File: config.mk
export PLATFORM = sky130hd
export DESIGN_NAME = sipo_rx_flat
export DESIGN_NICKNAME = d
export VERILOG_FILES = /design/src/rtl/sipo_rx_pkg.sv /design/src/rtl/sipo_rx_if.sv /design/src/rtl/sipo_rx_outreg.sv /design/src/rtl/sipo_rx.sv /design/src/flat_wrapper.sv
export SDC_FILE = /design/constraint.sdc
export NUM_CORES = 1
export LEC_CHECK = 0
export ABC_AREA = 1
export CAP_MARGIN = 25
export CORE_UTILIZATION = 40
export DETAILED_ROUTE_END_ITERATION = 12
export DONT_BUFFER_PORTS = 1
export PLACE_DENSITY_LB_ADDON = 0.05
export SKIP_LAST_GASP = 1
export SYNTH_ARGS = -nofsm -noshare
export SYNTH_HDL_FRONTEND = slang
export SYNTH_SLANG_ARGS = --single-unit
export TNS_END_PERCENT = 5
File: constraint.sdc
create_clock -name clk -period 1.1 [get_ports clk]
set_clock_uncertainty 0.15 [all_clocks]
set_input_delay 0.275 -clock clk [delete_from_list [all_inputs] [get_ports clk]]
set_output_delay 0.275 -clock clk [all_outputs]
set_load 0.05 [all_outputs]
File: src/rtl/sipo_rx_pkg.sv
// ============================================================================
// sipo_rx_pkg : constants and types shared by the 4-bit serial link endpoints
// Revision    : 1.0  initial release
// ============================================================================
`default_nettype none

package sipo_rx_pkg;

  // Bit-order encoding, shared with the PISO transmitter.
  localparam int SIPO_MSB_FIRST = 1;
  localparam int SIPO_LSB_FIRST = 0;

  // Default link word width.
  localparam int LINK_W = 4;

  // Receiver framing state. IDLE means the bit counter is at zero.
  typedef enum logic [0:0] {
    ST_IDLE  = 1'b0,
    ST_SHIFT = 1'b1
  } sipo_state_e;

endpackage : sipo_rx_pkg

`default_nettype wire

File: src/rtl/sipo_rx_if.sv
// ============================================================================
// sipo_rx_if : serial input and parallel valid/ready output of sipo_rx
// Revision   : 1.0  initial release
// ============================================================================
`default_nettype none

interface sipo_rx_if
  import sipo_rx_pkg::*;
#(
  parameter int WIDTH = LINK_W
) ();

  logic             in;
  logic             in_valid;
  logic             sync;
  logic [WIDTH-1:0] out;
  logic             out_valid;
  logic             out_ready;
  logic             overrun;
  logic             clr_ovr;
  logic             busy;

  // Upstream link driver and parallel consumer.
  modport master (
    output in,
    output in_valid,
    output sync,
    output out_ready,
    output clr_ovr,
    input  out,
    input  out_valid,
    input  overrun,
    input  busy
  );

  // The deserializer itself.
  modport slave (
    input  in,
    input  in_valid,
    input  sync,
    input  out_ready,
    input  clr_ovr,
    output out,
    output out_valid,
    output overrun,
    output busy
  );

endinterface : sipo_rx_if

`default_nettype wire

File: src/rtl/sipo_rx_outreg.sv
// ============================================================================
// sipo_outreg : one-entry valid/ready holding register with sticky overrun
// Revision    : 1.0  initial release
// ============================================================================
`default_nettype none

module sipo_outreg #(
  parameter int WIDTH = 4
) (
  input  logic             clk,
  input  logic             rst,
  input  logic [WIDTH-1:0] word,
  input  logic             word_valid,
  input  logic             out_ready,
  input  logic             clr_ovr,
  output logic [WIDTH-1:0] out,
  output logic             out_valid,
  output logic             overrun
);

  logic consume;
  logic load;
  logic drop;

  // A full register can still take a new word if it is drained the same cycle.
  assign consume = out_valid & out_ready;
  assign load    = word_valid & (~out_valid | out_ready);
  assign drop    = word_valid & ~load;

  always_ff @(posedge clk) begin
    if (rst) begin
      out       <= '0;
      out_valid <= 1'b0;
      overrun   <= 1'b0;
    end else begin
      if (load) begin
        out       <= word;
        out_valid <= 1'b1;
      end else if (consume) begin
        out_valid <= 1'b0;
      end

      // Set has priority over clear.
      if (drop) begin
        overrun <= 1'b1;
      end else if (clr_ovr) begin
        overrun <= 1'b0;
      end
    end
  end

endmodule : sipo_outreg

`default_nettype wire

File: src/rtl/sipo_rx.sv
// ============================================================================
// sipo_rx : serial-in parallel-out deserializer, receive end of the PISO link
// Revision: 1.0  initial release
// ============================================================================
`default_nettype none

module sipo_rx
  import sipo_rx_pkg::*;
#(
  parameter int WIDTH     = LINK_W,          // must be >= 2
  parameter int MSB_FIRST = SIPO_MSB_FIRST
) (
  input  logic     clk,
  input  logic     rst,
  sipo_rx_if.slave bus
);

  localparam int            CW        = $clog2(WIDTH);
  localparam logic [CW-1:0] CNT_LAST  = CW'(WIDTH - 1);
  localparam logic [CW-1:0] CNT_ONE   = CW'(1);

  sipo_state_e      state;
  logic [CW-1:0]    cnt;
  logic [CW-1:0]    cnt_nxt;
  logic [WIDTH-1:0] sh;
  logic [WIDTH-1:0] sh_shifted;
  logic [WIDTH-1:0] sh_nxt;
  logic             last_bit;
  logic             word_done;

  generate
    if (MSB_FIRST == SIPO_MSB_FIRST) begin : g_msb_first
      assign sh_shifted = {sh[WIDTH-2:0], bus.in};
    end else begin : g_lsb_first
      assign sh_shifted = {bus.in, sh[WIDTH-1:1]};
    end
  endgenerate

  assign last_bit = (cnt == CNT_LAST);

  always_comb begin
    cnt_nxt   = cnt;
    sh_nxt    = sh;
    word_done = 1'b0;

    if (bus.in_valid) begin
      sh_nxt = sh_shifted;
    end

    // sync realigns the frame; a bit arriving with it starts the new word.
    if (bus.sync) begin
      cnt_nxt = bus.in_valid ? CNT_ONE : '0;
    end else if (bus.in_valid) begin
      if (last_bit) begin
        cnt_nxt   = '0;
        word_done = 1'b1;
      end else begin
        cnt_nxt = cnt + CNT_ONE;
      end
    end
  end

  always_ff @(posedge clk) begin
    if (rst) begin
      state <= ST_IDLE;
      cnt   <= '0;
      sh    <= '0;
    end else begin
      cnt <= cnt_nxt;
      sh  <= sh_nxt;
      case (state)
        ST_IDLE: begin
          if (cnt_nxt != '0) begin
            state <= ST_SHIFT;
          end
        end
        ST_SHIFT: begin
          if (cnt_nxt == '0) begin
            state <= ST_IDLE;
          end
        end
        default: begin
          state <= ST_IDLE;
        end
      endcase
    end
  end

  assign bus.busy = (state == ST_SHIFT);

  sipo_outreg #(
    .WIDTH (WIDTH)
  ) u_outreg (
    .clk        (clk),
    .rst        (rst),
    .word       (sh_shifted),
    .word_valid (word_done),
    .out_ready  (bus.out_ready),
    .clr_ovr    (bus.clr_ovr),
    .out        (bus.out),
    .out_valid  (bus.out_valid),
    .overrun    (bus.overrun)
  );

endmodule : sipo_rx

`default_nettype wire
File: src/flat_wrapper.sv
// flat-port wrapper written by rule: the top's interface ports become plain ports
module sipo_rx_flat import sipo_rx_pkg::*;
#(
  parameter int WIDTH     = LINK_W,                         
  parameter int MSB_FIRST = SIPO_MSB_FIRST
)
  (clk, rst, bus_in, bus_in_valid, bus_sync, bus_out_ready, bus_clr_ovr, bus_out, bus_out_valid, bus_overrun, bus_busy);
  sipo_rx_if #(.WIDTH(WIDTH)) bus_i ();
  input  logic clk;
  input  logic rst;
  input wire logic [$bits(bus_i.in)-1:0] bus_in;
  input wire logic [$bits(bus_i.in_valid)-1:0] bus_in_valid;
  input wire logic [$bits(bus_i.sync)-1:0] bus_sync;
  input wire logic [$bits(bus_i.out_ready)-1:0] bus_out_ready;
  input wire logic [$bits(bus_i.clr_ovr)-1:0] bus_clr_ovr;
  output wire logic [$bits(bus_i.out)-1:0] bus_out;
  output wire logic [$bits(bus_i.out_valid)-1:0] bus_out_valid;
  output wire logic [$bits(bus_i.overrun)-1:0] bus_overrun;
  output wire logic [$bits(bus_i.busy)-1:0] bus_busy;
  assign bus_i.in = bus_in;
  assign bus_i.in_valid = bus_in_valid;
  assign bus_i.sync = bus_sync;
  assign bus_i.out_ready = bus_out_ready;
  assign bus_i.clr_ovr = bus_clr_ovr;
  assign bus_out = bus_i.out;
  assign bus_out_valid = bus_i.out_valid;
  assign bus_overrun = bus_i.overrun;
  assign bus_busy = bus_i.busy;
  sipo_rx #(.WIDTH(WIDTH), .MSB_FIRST(MSB_FIRST)) u_core (.clk(clk), .rst(rst), .bus(bus_i));
endmodule
==> impl_metrics.env <==
export IMPL_timing_final_ws_setup_ps=-98.4
export IMPL_grt_pass1_vias=388
export IMPL_crit_family="flip-flops"
export IMPL_fp_coreArea_um2=1170
export IMPL_clkSinkCount=12
export IMPL_p_total_mw=0.836
export IMPL_r2r_start="u_core.cnt[0]"
export IMPL_netlist_instances=70
export IMPL_critical_path_max_stage_delay_ps=360
export IMPL_path_clk_slew_ps=80
export IMPL_cpMaxStageDelayCell="dfxtp_4"
export IMPL_rrSetupSlack_ps=-30
export IMPL_die_w_um=38.4
export IMPL_post_route_period_util_pct=109
export IMPL_hold_path_end="u_core.cnt[1]"
export IMPL_seq_area_um2=253
export IMPL_worstPathCellList="buf_8"
export IMPL_dp_hpwl_um=689
export IMPL_rsz0062_at_grt="true"
export IMPL_drc=0
export IMPL_clock_fmax_ghz=0.834
export IMPL_min_period_ps=1200
export IMPL_syn_avg_cell_area_um2=7.58
export IMPL_yosys_warnings=0
export IMPL_via_per_inst=4.58
export IMPL_maxCapViolations=0
export IMPL_netlist_area_um2=531
export IMPL_h_tree_depth=1
export IMPL_firstDrtPassIters=2
export IMPL_cts_tree="built"
export IMPL_insertion_delay_ps=270
export IMPL_tightest_slew_ps=268
export IMPL_combinationalPowerShare_pct=11.1
export IMPL_dr_total_vias=440
export IMPL_status="finished, violations left"
export IMPL_p_sw_mw=0.202
export IMPL_nets=91
export IMPL_die_h_um=38.4
export IMPL_start_kind="flop"
export IMPL_drive_above_1_share_pct=31.7
export IMPL_r2r_end="u_core.bus.busy"
export IMPL_p_int_mw=0.634
export IMPL_die_area_um2=1480
export IMPL_crit_buf_inv=1
export IMPL_rows=12
export IMPL_gp_congestion=0.705
export IMPL_crit_fanout=3
export IMPL_grt_util_all_layers_pct=15.0
export IMPL_num_antenna_cells=0
export IMPL_synth_net_count=78
export IMPL_drt_iter0_drc=1
export IMPL_io_pins=14
export IMPL_avgRoutedWirePerCell_um=9.11
export IMPL_post_route_util_pct=63.5
export IMPL_max_slew_margin_pct=82.1
export IMPL_initial_core_util_pct=45.3
export IMPL_p_sw_share_pct=24.2
export IMPL_grt_pass1_wl_mm=1.46
export IMPL_cp_arrival_ps=770
export IMPL_wl_um=875
export IMPL_leakage_nw=0.321
export IMPL_clock_power_share_pct=33.8
export IMPL_numCtsBuffers=3
export IMPL_hold_viol_final=0
export IMPL_dpl_cell_area_um2=668
export IMPL_port_buffers=0
export IMPL_clockBufferDepth=2
export IMPL_violations="setup timing"
export IMPL_grt_max_degree=9
export IMPL_ant_nets=0
export IMPL_hp_class="in2reg"
export IMPL_fin_area_um2=743
export IMPL_synth_seq_cells=12
export IMPL_cp_end_kind="primary output"
export IMPL_grt_ovfl_total=0
export IMPL_crit_type="reg2out"
export IMPL_dp_slack_ps=-83.9
export IMPL_final_max_slew_viol_count=0
export IMPL_vdd_ir_drop_max_uv=650
export IMPL_rr_worst_depth=4
export IMPL_antenna_found_initial=0
export IMPL_cts_setup_buffers=0
export IMPL_min_path_cells=3
export IMPL_area_growth_pct=40.1
export IMPL_synth_distinct_cells=15
export IMPL_multi_input_comb_area_um2=239
export IMPL_p_seq_share_pct=55.1
export IMPL_powerDensity_nw_per_um2=1120
export IMPL_clockRootBuffer="clkbuf_4"
export IMPL_cp_required_ps=670
export IMPL_seq_area_frac_synth_pct=45.3
export IMPL_hold_ws_ps=7.19
export IMPL_hold_start="rst"
export IMPL_setup_viol=13
export IMPL_n_fill_cell=111
==> per-layer routing <==
layer / global-route usage, % / wire length (um)
met2: 22.5 / 381
met4: 12.9 / 36
met3: 5.81 / 37
met5: 0 / 0
met1: 16.2 / 420
==> cell usage after synthesis <==
cell type / count / area, um2
inv_1: 13 / 48.8
dfxtp_1: 12 / 240
nor2_1: 11 / 41.3
nand2_1: 10 / 37.5
nand3_1: 5 / 25.0
a21oi_1: 4 / 20.0
o21ai_0: 4 / 20.0
nand3_2: 2 / 20.0
nor2_4: 2 / 22.5
or2_1: 2 / 12.5
a21oi_2: 1 / 8.76
buf_6: 1 / 11.3
ha_1: 1 / 12.5
inv_2: 1 / 3.75
nand2_2: 1 / 6.26
==> worst reg2reg max path: stages (launching register included) <==
cell     delay (ps)
dfxtp_2         340
ha_4            220
or2_1           210
nand3_2          70
nand2_1          50
==> how the worst max path moves through the flow <==
stage | cells past startpoint | start | end | slack (ps)
finish | 1 | u_core.u_outreg.out_valid | bus_out_valid | -100
global route | 1 | u_core.u_outreg.out_valid | bus_out_valid | -120
CTS | 1 | u_core.u_outreg.out_valid | bus_out_valid | -100
detailed placement | 6 | u_core.cnt[1] | u_core.u_outreg.out[0] | -80
global placement | 4 | u_core.cnt[1] | u_core.bus.busy | -70
floorplan | 4 | u_core.cnt[1] | u_core.bus.busy | -30
==> kinds of logic (layout without fill, tap and decap cells) <==
kind of cell	Yosys count	in the layout	share of synthesized area [%]
fa+ha+maj	1	1	2.36
flops	12	12	45.3
compound gates	9	9	9.20
buf+inv	15	27	12.0
simple gates	33	33	31.1
==> registers in the layout (all words and copies together) (netlist names) <==
register / cells
u_core.u_outreg.out_valid: 1
u_core.u_outreg.overrun: 1
u_core.u_outreg.out: 4
u_core.cnt: 2
u_core.bus.busy: 1
u_core.sh: 3
==> repair_timing <==
| item | 4_1_cts | 5_1_grt |
|---|---|---|
| hold endpoints to repair | 5 | 0 |
| hold buffers | 2 | 0 |
| resized for setup | 6 | 5 |
| gates cloned | 0 | 0 |
| setup endpoints to repair | 15 | 15 |
| pin swaps | 0 | 1 |
==> layout make-up <==
cell class | count | area share [%]
Sequential cell | 12 | 34.0
Timing Repair Buffer | 9 | 20.9
Clock buffer | 4 | 3.54
Multi-Input combinational cell | 43 | 32.2
Inverter | 14 | 7.07
Tap cell | 14 | 2.36
==> metrics by stage <==
step | cells | TNS, ps
6_report | 96 | -669
2_1_floorplan | 70 | -120
3_5_place_dp | 90 | -520
5_1_grt | 96 | -1200
3_3_place_gp | 90 | -373
4_1_cts | 96 | -1220
==> cells in the final DEF (no fill, tap or decap) <==
cell type	instances
inv_1	13
nor2_1	11
nand2_1	10
dfxtp_2	7
buf_12	6
nand3_1	5
o21ai_0	4
a21oi_1	4
dfxtp_1	4
clkbuf_4	3
nand3_2	2
nor2_4	2
or2_1	2
dlygate4sd3_1	2
inv_2	1
nand2_2	1
a21oi_2	1
ha_4	1
clkbuf_1	1
buf_8	1
dfxtp_4	1
==> power by group through the flow <==
| stage | logic (mW) | clock network (mW) | registers [mW] |
|---|---|---|---|
| 2_1_floorplan | 0.0489 | 0 | 0.480 |
| 4_1_cts | 0.0928 | 0.293 | 0.458 |
| 3_5_place_dp | 0.0842 | 0 | 0.467 |
| 6_report | 0.0928 | 0.283 | 0.461 |
| 5_1_grt | 0.105 | 0.314 | 0.463 |
| 3_3_place_gp | 0.0831 | 0 | 0.466 |
No activity file was read; power rests on OpenSTA's default activity.
